### config.mk
export PLATFORM = sky130hd
export DESIGN_NAME = nt_node_monitor
export DESIGN_NICKNAME = d
export VERILOG_FILES = /design/src/rtl/nt_node_monitor.sv
export SDC_FILE = /design/constraint.sdc
export NUM_CORES = 1
export LEC_CHECK = 0
export ABC_AREA = 1
export BUFFER_PORTS_ARGS = -buffer_cell sky130_fd_sc_hd__buf_2
export CAP_MARGIN = 5
export CORE_MARGIN = 3
export CORE_UTILIZATION = 45
export CTS_CLUSTER_DIAMETER = 30
export DETAILED_ROUTE_END_ITERATION = 8
export GPL_ROUTABILITY_DRIVEN = 0
export PLACE_DENSITY = 0.86
export SETUP_SLACK_MARGIN = 0.3
export SYNTH_ARGS = -nofsm -noshare
export SYNTH_HDL_FRONTEND = slang
export SYNTH_SLANG_ARGS = --single-unit
export TNS_END_PERCENT = 10
### constraint.sdc
create_clock -name I1470_clk -period 0.9 [get_ports I1470_clk]
set_clock_uncertainty 0.1 [all_clocks]
set_input_delay 0.09 -clock I1470_clk [delete_from_list [all_inputs] [get_ports I1470_clk]]
set_output_delay 0.09 -clock I1470_clk [all_outputs]
set_load 0.02 [all_outputs]
### src/rtl/nt_node_monitor.sv
// nt_node_monitor
// W-channel Nt-node datapath with an optional activity monitor.
//
// Each channel registers b/c/d, forms a gated term with the unregistered
// a_in, and combines the registered gate term with a DEPTH-stage delayed
// reference path:
//     node_out[i] = dl[i] & ~qg[i]
//
// The monitor counts "hit" cycles over windows of 2^WIN_W enabled cycles.
// A hit is a cycle where mon_en=1 and any channel of node_out is high.
// It reports the count of the last completed window, saturating at
// 2^CNT_W-1. It flags the window as rare when that count is below THRESH.
//
// Build option: define NT_NODE_MON_EN to include the monitor. Without it,
// hit_cnt, rare_flag and win_done are tied to 0, mon_en and mon_clr are
// ignored, and the node_out datapath is unchanged.
//
// Ports:
//   I1470_clk  in   1      clock, rising edge
//   I1477_rst  in   1      synchronous active-low reset
//   a_in       in   W      gate term, used combinationally
//   b_in       in   W      enable term, registered
//   c_in       in   W      select term, registered
//   d_in       in   W      reference term, registered then delayed
//   mon_en     in   1      monitor counts only when high
//   mon_clr    in   1      synchronous monitor restart
//   node_out   out  W      combined node value per channel
//   hit_cnt    out  CNT_W  hits in the last completed window
//   rare_flag  out  1      last completed window had hits < THRESH
//   win_done   out  1      one-cycle pulse when a window closes
module nt_node_monitor #(
  parameter int W      = 4,
  parameter int DEPTH  = 2,
  parameter int CNT_W  = 8,
  parameter int WIN_W  = 10,
  parameter int THRESH = 4
) (
  input  logic             I1470_clk,
  input  logic             I1477_rst,
  input  logic [W-1:0]     a_in,
  input  logic [W-1:0]     b_in,
  input  logic [W-1:0]     c_in,
  input  logic [W-1:0]     d_in,
  input  logic             mon_en,
  input  logic             mon_clr,
  output logic [W-1:0]     node_out,
  output logic [CNT_W-1:0] hit_cnt,
  output logic             rare_flag,
  output logic             win_done
);

  logic [W-1:0]            r_rb;
  logic [W-1:0]            r_rc;
  logic [W-1:0]            r_rd;
  logic [W-1:0]            r_qg;
  logic [DEPTH-1:0][W-1:0] r_dl;
  logic [W-1:0]            w_g;

  // a_in arrives one cycle after the b/c it qualifies.
  assign w_g = r_rb & ~(r_rc & a_in);

  always_ff @(posedge I1470_clk) begin
    if (!I1477_rst) begin
      r_rb <= '0;
      r_rc <= '0;
      r_rd <= '0;
      r_qg <= '0;
      r_dl <= '0;
    end else begin
      r_rb  <= b_in;
      r_rc  <= c_in;
      r_rd  <= d_in;
      r_qg  <= w_g;
      r_dl[0] <= r_rd;
      for (int s = 1; s < DEPTH; s++) begin
        r_dl[s] <= r_dl[s-1];
      end
    end
  end

  assign node_out = r_dl[DEPTH-1] & ~r_qg;

`ifdef NT_NODE_MON_EN
  localparam logic [CNT_W-1:0] CNT_MAX = {CNT_W{1'b1}};
  localparam logic [WIN_W-1:0] WC_MAX  = {WIN_W{1'b1}};

  logic [CNT_W-1:0] r_cur;
  logic [WIN_W-1:0] r_wc;
  logic [CNT_W-1:0] r_hit_cnt;
  logic             r_rare;
  logic             r_done;
  logic             w_hit;
  logic [CNT_W-1:0] w_cur_next;

  assign w_hit = mon_en & (|node_out);

  // Saturating increment; also provides the closing value, so a hit on
  // the last window cycle is credited to the window that is closing.
  assign w_cur_next = (r_cur == CNT_MAX) ? r_cur : r_cur + CNT_W'(w_hit);

  always_ff @(posedge I1470_clk) begin
    if (!I1477_rst) begin
      r_cur     <= '0;
      r_wc      <= '0;
      r_hit_cnt <= '0;
      r_rare    <= 1'b0;
      r_done    <= 1'b0;
    end else if (mon_clr) begin
      // Restart the window; the last reported result is kept.
      r_cur  <= '0;
      r_wc   <= '0;
      r_done <= 1'b0;
    end else begin
      r_done <= 1'b0;
      if (mon_en) begin
        if (r_wc == WC_MAX) begin
          r_hit_cnt <= w_cur_next;
          r_rare    <= (32'(w_cur_next) < 32'(THRESH));
          r_done    <= 1'b1;
          r_cur     <= '0;
          r_wc      <= '0;
        end else begin
          r_wc  <= r_wc + 1'b1;
          r_cur <= w_cur_next;
        end
      end
    end
  end

  assign hit_cnt   = r_hit_cnt;
  assign rare_flag = r_rare;
  assign win_done  = r_done;
`else
  logic w_unused;
  assign w_unused  = mon_en ^ mon_clr;
  assign hit_cnt   = '0;
  assign rare_flag = 1'b0;
  assign win_done  = 1'b0;
`endif

endmodule
* Word level (Yosys, flattened, before mapping)
Cells that the tools add are included.
** Word-level totals
- Register bits after elaboration :: 24
- Input port bits :: 20
- Word-level logic and storage cells :: 11
** Cells by class
- Bitwise gates (word level) :: 5
** Operators with widths (count)
- $and 4x4->4 :: 3
- $not 4->4 :: 2

* Depth between registers and ports, before layout
Gate-level depths: netlist (run 1).
- Depth after elaboration :: 3
- Mapped depth :: 3
- Gate-level depth less buffers :: 3

* Worst setup path after synthesis (run 1)
OpenSTA, ideal clock, no wires.
- Kind :: register to output
- Start point :: register r_dl[4] (netlist bit)
- End point :: output port node_out[0]
- Data arrival time :: 0.594 ns
- Data required time :: 0.710 ns
- Slack :: 0.116 ns
- Cell stages (with the launch flop) :: 3
- Buffers on the path :: 0
- Cell sequence :: dfxtp_1 inv_1 nor2_1
** On the way
- Cells in the longest elaborated chain, start to end :: 1
** RTL lines
- start: declaration :: RTL line 56 : logic [DEPTH-1:0][W-1:0] r_dl;
- start signal: indexed assignment :: RTL line 76 : r_dl[s] <= r_dl[s-1];
- $and 4x4->4 :: RTL line 81 : assign node_out = r_dl[DEPTH-1] & ~r_qg;
- end: declaration :: RTL line 46 : output logic [W-1:0] node_out,
No other way between the ends.

* Worst setup path after layout (run 1)
- Start point :: register r_qg[1]
- End point :: output port node_out[1]
** On the way
- Cells in the longest elaborated chain, start to end :: 2
** RTL lines
- start: declaration :: RTL line 55 : logic [W-1:0] r_qg;
- start signal: assignment :: RTL line 73 : r_qg <= w_g;
- $not 4->4 :: RTL line 81
- $and 4x4->4 :: RTL line 81
No other way between the ends.

==> results of run 1 <==
-- logic make-up (layout without fill, tap and decap cells) --
logic type / Yosys count / count (layout) / share of synthesized area, %
flip-flops: 24 / 24 / 58.45
other: 1 / 10 / 0.4562
AND/OR/NAND/NOR: 36 / 36 / 16.44
buffers and inverters: 40 / 53 / 24.66
-- power by group through the flow --
stage          clock network (mW)  registers, mW  logic, mW
3_3_place_gp                    0           1.15      0.141
2_1_floorplan                   0           1.15      0.138
3_5_place_dp                    0           1.15      0.146
4_1_cts                     0.760           1.13      0.153
5_1_grt                     0.803           1.14      0.172
6_report                    0.750           1.13      0.155
-- per-stage QoR --
step | area [um^2] | utilization, % | TNS, ns | worst slack, ns | cells
2_1_floorplan | 885.9 | - | 0 | 0.2414 | 110
3_3_place_gp | 923.4 | 57.30 | 0 | 0.1267 | 143
3_5_place_dp | 923.4 | 57.30 | 0 | 0.07903 | 143
4_1_cts | 1011 | 62.73 | -0.6649 | -0.1708 | 147
5_1_grt | 1022 | 63.43 | -0.8029 | -0.2272 | 147
6_report | 1022 | 63.43 | -0.6356 | -0.1630 | 147
-- worst max-delay path, delay by kind of cell (launching register included) --
family | cells | cell delay [ns]
buf+inv | 1 | 0.11
flops | 1 | 0.35
simple gates | 1 | 0.10
-- timing repair --
item,CTS,global route
endpoints found under the hold margin,16,16
pin swaps,8,5
setup endpoints to repair,10,15
setup buffers,0,0
gates resized for setup,20,8
-- path summary, 6_finish.rpt --
path,start,end,slack (ns),cells past startpoint
hold / removal,d_in[3],r_rd[3],-0.15,3
setup / recovery,r_qg[1],node_out[1],-0.16,2
hold reg to reg,r_dl[1],r_dl[5],0.31,2
setup reg to reg,r_rb[1],r_qg[1],0.23,2
-- cells in the final DEF (no fill, tap or decap) --
cell type / synthesis / final
buf_2: 0 / 17
buf_6: 2 / 4
bufinv_16: 0 / 1
clkbuf_4: 0 / 3
conb_1: 1 / 10
dfxtp_1: 24 / 11
dfxtp_2: 0 / 13
inv_1: 28 / 23
inv_2: 0 / 5
nand2_1: 28 / 27
nand2_2: 0 / 1
nor2_1: 8 / 3
nor2_2: 0 / 1
nor2_4: 0 / 4
-- layer usage --
| metal | part of all wire, % | up-vias |
|---|---|---|
| met1 | 37 | 232 |
| met3 | 6.8 | 4 |
| li1 | - | 296 |
| met2 | 54 | 21 |
| met4 | 1.9 | 0 |
| met5 | 0 | - |
-- state kept, by name (all words and copies together) (netlist names) --
register and count:
r_qg 4, r_rb 4, r_rd 4, r_dl 8, r_rc 4
-- final cells by class --
class,count,area (um^2)
Fill cell,139,589.3
Sequential cell,24,496.7
Multi-Input combinational cell,46,207.7
Timing Repair Buffer,21,130.1
Inverter,28,105.1
Clock inverter,1,30.03
Tap cell,24,30.03
Clock buffer,3,22.52
==> flow_metrics.tcl, run 1 <==
set metrics [dict create \
    min_period_ns 1.063 \
    num_vias 553 \
    cp_data_arrival_time_ns 0.87 \
    ir_worst_vdd_v 0.001102 \
    internal-power_mw 1.621 \
    leakagePower_nw 0.6292 \
    wl_per_cell_um 7.864 \
    fp-row-count 14 \
    seqPwrFrac_pct 55.6 \
    clkTransAtPathRegs_ns 0.12 \
    grt_pass1_vias 400 \
    hold_viol 16 \
    ys_seq_elements 24 \
    fp.dieH_um 48.74 \
    drc 0 \
    rsz0062_at_grt "yes" \
    path_cells "nor2_4 > buf_6" \
    fin_crit_sh_pct 118.1 \
    vias_per_cell 3.762 \
    yosys-top-cells-count "inv_1, nand2_1, dfxtp_1" \
    grt_max_degree 25 \
    violations "hold timing, setup timing" \
    critPathMaxFanout 1 \
    status "complete, but fails checks" \
    maxCapViolCount 0 \
    gr-total-overflow 0 \
    grt_use_met3_pct 2.761 \
    die_area_um2 2376 \
    clk_latency_ns 0.30 \
    switching_power_uw 414.6 \
    track_usage_pct 8.991 \
    synth_top_cell_by_area "dfxtp_1" \
    cpPeakStageDelay_ns 0.35 \
    coreArea_um2 1612 \
    drive_above_1_share_pct 39.84 \
    crit_path_end_kind "output pin" \
    power_mw 2.036 \
    antenna_found_initial 0 \
    start_util_pct 51.01 \
    h-tree-depth 1 \
    io_pins 34 \
    cp_slowest_cell "dfxtp_2" \
    synth_flop_cell "dfxtp_1" \
    sw_frac_of_total_pct 20.36 \
    final-max-slew-violation-count 0 \
    p_comb_share_pct 7.6 \
    busiest_layer "met2" \
    netlist_instances 101 \
    synth.avg_cell_area_um2 8.139 \
    powerDensity_nw_per_um2 1992 \
    drt-total-wl_um 1156 \
    synth_warnings 0 \
    grt_first_pass_wirelength_um 1580 \
    io_buffer_count 21 \
    drt_iter0_drc 4 \
    clock.fmax_ghz 0.9407 \
    netlist_area_um2 822.0 \
    synthArstFlopShare_pct 0 \
    ys_seq_area_share_pct 58.45 \
    numCtsBuffers 3 \
    area_growth_pct 24.35 \
    grt_util_met1_pct 8.190 \
    required_ns 0.71 \
    nNetsFinal 144 \
    yosysTopAreaCellShare_pct 58.45 \
    n_antenna_cell 0 \
    min_path_type "input port to flip-flop" \
    ys_types 7 \
    numClockSinks 24 \
    crit_type "flip-flop to output pin" \
    fin_ws_ns -0.1630 \
    synth_area_leaders "dfxtp_1, inv_1, nand2_1" \
    synth_edf_count 0 \
    root_buffer "clkbuf_4" \
    met2_usage_pct 16.97 \
    power_frac_clock_pct 36.8 \
    hpwl_um 862.2 \
    setup_viol 4 \
    drtAntennaViolNets 0 \
    clockBufferDepth 2 \
    crit_path_start_kind "flip-flop" \
    cts_tree "done" \
    dieWidth_um 48.74 \
    firstDrtPassIters 4 \
    whs_ns -0.1451 \
]
Power figures use the tool's default switching activity.
==> run 2, diff against run 1 <==
--- a/config.mk
+++ b/config.mk
@@ -6,14 +6,14 @@
 export NUM_CORES = 1
 export LEC_CHECK = 0
 export ABC_AREA = 1
-export BUFFER_PORTS_ARGS = -buffer_cell sky130_fd_sc_hd__buf_2
 export CAP_MARGIN = 5
 export CORE_MARGIN = 3
-export CORE_UTILIZATION = 45
+export CORE_UTILIZATION = 40
 export CTS_CLUSTER_DIAMETER = 30
 export DETAILED_ROUTE_END_ITERATION = 8
+export DONT_BUFFER_PORTS = 1
 export GPL_ROUTABILITY_DRIVEN = 0
-export PLACE_DENSITY = 0.86
+export PLACE_DENSITY = 0.64
 export SETUP_SLACK_MARGIN = 0.3
 export SYNTH_ARGS = -nofsm -noshare
 export SYNTH_HDL_FRONTEND = slang
==> run 2 against run 1 <==
The run still ends with hold timing, setup timing left. Hold slack worse by 0.073 ns. Critical path depth stayed put. Flip-flop and latch count did not move. Sequential power hardly changed. Total power down 12%. Worst setup slack improved by 0.056 ns. Combinational power shrank 10%. Largest cell class unchanged. Highest routed layer unchanged.
==> flow_metrics.tcl, run 2 (synthesis results as in run 1) <==
set metrics [dict create \
    status "complete, but fails checks" \
    violations "hold timing, setup timing" \
    vias_per_cell 3.734 \
    crit_path_start_kind "flip-flop" \
    nNetsFinal 135 \
    fin_crit_sh_pct 111.9 \
    hold_path_startpoint "I1477_rst" \
    dieWidth_um 51.34 \
    tns_ns -0.4052 \
    root_buffer "clkbuf_4" \
    utilization_pct 54.35 \
    grt_max_degree 25 \
    numClockSinks 24 \
    p_comb_share_pct 7.7 \
    powerDensity_nw_per_um2 1788 \
    regMostFlops "r_dl" \
    cp_data_arrival_time_ns 0.82 \
    hpwl_um 740.9 \
    clockBufferDepth 2 \
    antenna_found_initial 0 \
    clock.fmax_ghz 0.9930 \
    required_ns 0.71 \
    clkTransAtPathRegs_ns 0.11 \
    cts_tree "done" \
    internal-power_mw 1.420 \
    firstDrtPassIters 2 \
    n_antenna_cell 0 \
    fin_ws_ns -0.1070 \
    start_util_pct 44.69 \
    seqCellArea_um2 494.2 \
    grt_pass1_vias 450 \
    h-tree-depth 1 \
    whs_ns -0.2179 \
    grt_first_pass_wirelength_um 1842 \
    rsz0062_at_grt "yes" \
    drc 0 \
    io_buffer_count 0 \
    setup_viol 4 \
    drive_above_1_share_pct 19.30 \
    io_pins 34 \
    seqPwrFrac_pct 63.1 \
    final_common_cell "nand2_1" \
    post_dp_cell_area_um2 819.5 \
    min_period_ns 1.007 \
    critPathMaxFanout 1 \
    clk_latency_ns 0.29 \
    cpPeakStageDelay_ns 0.33 \
    crit_start "r_dl[7]" \
    wl_per_cell_um 8.180 \
    fp-row-count 15 \
    multi_input_area_um2 202.7 \
    path_cells "inv_1 > nor2_4" \
    r2r-start "r_rc[1]" \
    num_vias 519 \
    gr-total-overflow 0 \
    power_frac_clock_pct 29.1 \
    switching_power_uw 367.5 \
    area_growth_pct 21.61 \
    drtAntennaViolNets 0 \
    die_area_um2 2635 \
    crit_type "flip-flop to output pin" \
    drt_iter0_drc 1 \
    hold_viol 15 \
    ir_worst_vdd_v 0.001034 \
    min_path_type "input port to flip-flop" \
    numCtsBuffers 3 \
    track_usage_pct 9.859 \
    maxCapViolCount 0 \
    leakagePower_nw 0.5926 \
    crit_path_end_kind "output pin" \
    drt-total-wl_um 1137 \
    fp.dieH_um 51.34 \
    num-fill-cells 180 \
    coreArea_um2 1839 \
    finalInstanceArea_um2 999.7 \
    sw_frac_of_total_pct 20.56 \
    final_cell_mix "nand2_1, inv_1, dfxtp_1" \
    final-max-slew-violation-count 0 \
    cp_slowest_cell "dfxtp_1" \
    largest_register_ffs 8 \
]
run 2: cell count changes in the layout (fill, tap and decap cells not counted), sizes merged:
cell / before / now
buf: 21 / 0
dlygate4sd3: 0 / 8
dlymetal6s4s: 0 / 4
bufinv: 1 / 0
clkbuf: 3 / 4
run 2: layout make-up:
| class | count | share of cell area [%] |
|---|---|---|
| inverter | 28 | 10.51 |
| sequential | 24 | 49.44 |
| tap | 25 | 3.129 |
| multi-input combinational | 46 | 20.28 |
| timing repair buffer | 12 | 13.02 |
| clock buffer | 4 | 3.630 |
run 2: through the flow:
step	instances	power, mW	setup WS (ns)	hold WS, ns
2_1_floorplan	110	1.284	0.2414	0.08345
6_report	139	1.788	-0.1070	-0.2179
3_3_place_gp	123	1.239	0.2273	0.08645
3_5_place_dp	123	1.243	0.2054	0.08915
4_1_cts	138	1.812	-0.1332	-0.2386
5_1_grt	139	1.893	-0.1613	-0.2483
run 2: power groups by stage:
| stage | Clock [mW] | Combinational (mW) | Sequential, mW |
|---|---|---|---|
| after floorplan | 0 | 0.138 | 1.15 |
| after global placement | 0 | 0.0915 | 1.15 |
| after detailed placement | 0 | 0.0937 | 1.15 |
| after CTS | 0.556 | 0.130 | 1.13 |
| after global routing | 0.604 | 0.156 | 1.13 |
| final | 0.521 | 0.139 | 1.13 |
run 2: routing by layer:
metal  track usage [%]  up-vias  wire (um)
met5                 0        -          0
met4             9.170        0         31
met3             3.499        2         95
met2             16.95       20        637
met1             8.861      218        372
li1                  -      279          -
run 2: final timing paths:
check / end / slack, ns / depth (start not counted)
worst min-delay path: r_dl[5] / -0.22 / 2
worst min register to register: r_dl[4] / 0.31 / 2
worst max register to register: r_qg[1] / 0.26 / 3
worst max-delay path: node_out[3] / -0.11 / 2
run 2: repair_timing:
item	CTS	global route
buffers inserted	0	0
hold endpoints to repair	24	16
pin swaps	8	16
gates resized for setup	4	14
setup endpoints to repair	8	19
hold buffers	11	1
run 2: worst max-delay path: cells and delay by family, from the launching register on:
| family | cells | cell delay (ns) |
|---|---|---|
| flops | 1 | 0.33 |
| simple gates | 1 | 0.14 |
| buf+inv | 1 | 0.05 |
==> run 3, diff against run 2 <==
==> constraint.sdc (replaced) <==
create_clock -name I1470_clk -period 1.3 [get_ports I1470_clk]
set_clock_uncertainty 0.1 [all_clocks]
set_input_delay 0.13 -clock I1470_clk [delete_from_list [all_inputs] [get_ports I1470_clk]]
set_output_delay 0.13 -clock I1470_clk [all_outputs]
set_load 0.02 [all_outputs]
==> run 3 against run 2 <==
The run now ends clean. Core utilization is 1.5 points higher. Sequential power shrank 31%. Design area is 2.8% higher. Total power down 30%. Clock-buffer cell count unchanged. Worst setup slack better by 0.35 ns. Combinational power shrank 19%. Die area unchanged. Critical path type unchanged. Largest cell class unchanged. Highest routed layer unchanged.
==> flow_metrics.tcl, run 3 (synthesis results as in run 1) <==
set metrics [dict create \
    status "finished clean" \
    die_area_um2 2635 \
    numClockSinks 24 \
    drive_above_1_share_pct 8.403 \
    required_ns 1.07 \
    setup_viol 0 \
    final_cell_mix "nand2_1, inv_1, dfxtp_1" \
    clk_latency_ns 0.30 \
    crit_path_start_kind "flip-flop" \
    critPathMaxFanout 1 \
    final_common_cell "nand2_1" \
    powerDensity_nw_per_um2 1224 \
    cp_slowest_cell "dfxtp_2" \
    antenna_found_initial 0 \
    maxCapViolCount 0 \
    start_util_pct 44.69 \
    clkTransAtPathRegs_ns 0.12 \
    finalNonFillerCells 144 \
    drt-total-wl_um 1188 \
    min_period_ns 1.061 \
    largest_register_ffs 8 \
    num_vias 544 \
    crit_type "flip-flop to output pin" \
    clockBufferDepth 2 \
    nNetsFinal 140 \
    n_antenna_cell 0 \
    crit_start "r_dl[6]" \
    fp.dieH_um 51.34 \
    coreArea_um2 1839 \
    cpPeakStageDelay_ns 0.34 \
    area_growth_pct 24.96 \
    hpwl_um 751.3 \
    fp-row-count 15 \
    drtAntennaViolNets 0 \
    drc 0 \
    final-max-slew-violation-count 0 \
    hold_path_startpoint "r_dl[2]" \
    num-fill-cells 181 \
    cp_data_arrival_time_ns 0.83 \
    drt_iter0_drc 6 \
    power_mw 1.258 \
    numCtsBuffers 3 \
    vias_per_cell 3.778 \
    ir_worst_vdd_v 0.0006252 \
    r2r-start "r_rc[1]" \
    hold_viol 0 \
    tns_ns 0 \
    clock.fmax_ghz 0.9421 \
    io_pins 34 \
    rsz0062_at_grt "yes" \
    regMostFlops "r_dl" \
    dieWidth_um 51.34 \
    leakagePower_nw 0.5838 \
    wl_per_cell_um 8.250 \
    grt_first_pass_wirelength_um 1980 \
    dp.cells 123 \
    cts_setup_buffers 0 \
    root_buffer "clkbuf_4" \
    cts_tree "done" \
    io_buffer_count 0 \
    track_usage_pct 10.42 \
    crit_path_end_kind "output pin" \
    path_cells "inv_2 > nor2_4" \
    fin_crit_sh_pct 81.65 \
    h-tree-depth 1 \
    firstDrtPassIters 2 \
    grt_pass1_vias 474 \
    grt_max_degree 15 \
    min_path_type "flip-flop to flip-flop" \
    gr-total-overflow 0 \
    whs_ns 0.3197 \
]
## run 3: cell types whose count changed in the layout (fill, tap and decap cells not counted)
cell	delta
inv_1	+2
inv_2	-2
dfxtp_1	+10
dlymetal6s4s_1	-4
dlygate4sd3_1	+9
dfxtp_2	-10
## run 3: through the flow
stage | area, um^2 | worst slack (ns) | util (%)
after floorplan | 855.8 | 0.4757 | -
after global placement | 789.5 | 0.4467 | 42.93
after detailed placement | 789.5 | 0.4364 | 42.93
after CTS | 1026 | 0.2252 | 55.78
after global routing | 1027 | 0.1794 | 55.85
final | 1027 | 0.2386 | 55.85
## run 3: critical path: cells and delay by family, from the launching register on
kind	cells	cell delay, ns
AND/OR/NAND/NOR	1	0.16
flip-flops	1	0.34
buffers and inverters	1	0.04
## run 3: what timing repair did
action / CTS / global route
hold endpoints to repair: 24 / 0
pin swaps: 0 / 1
gates cloned: 0 / 0
gates resized for setup: 8 / 2
hold buffers: 17 / 0
setup endpoints to repair: 4 / 16
## run 3: routing by layer
metal | wire length [um] | global-route usage, % | up-vias | share of wire [%]
li1 | - | - | 289 | -
met1 | 468 | 10.34 | 234 | 39
met2 | 635 | 18.88 | 19 | 53
met3 | 67 | 3.790 | 2 | 5.6
met4 | 17 | 5.240 | 0 | 1.4
met5 | 0 | 0 | - | 0
## run 3: final cells by class
cell class	instances	area [um^2]	share of cell area [%]
sequential	24	481.7	46.89
multi-input combinational	46	202.7	19.73
clock buffer	4	36.28	3.532
tap	25	31.28	3.045
inverter	28	105.1	10.23
timing repair buffer	17	170.2	16.57
## run 3: worst paths after layout
kind,slack [ns],cells after the start,to
max reg2reg,0.65,3,r_qg[1]
min,0.32,2,r_dl[6]
min reg2reg,0.32,2,r_dl[6]
max,0.24,2,node_out[2]
## run 3: power by group
part	internal, mW	leakage [nW]	switching (mW)
Combinational	0.0499	0.364	0.0616
Sequential	0.768	0.199	0.0110
Clock	0.171	0.0210	0.196
Total	0.989	0.584	0.269
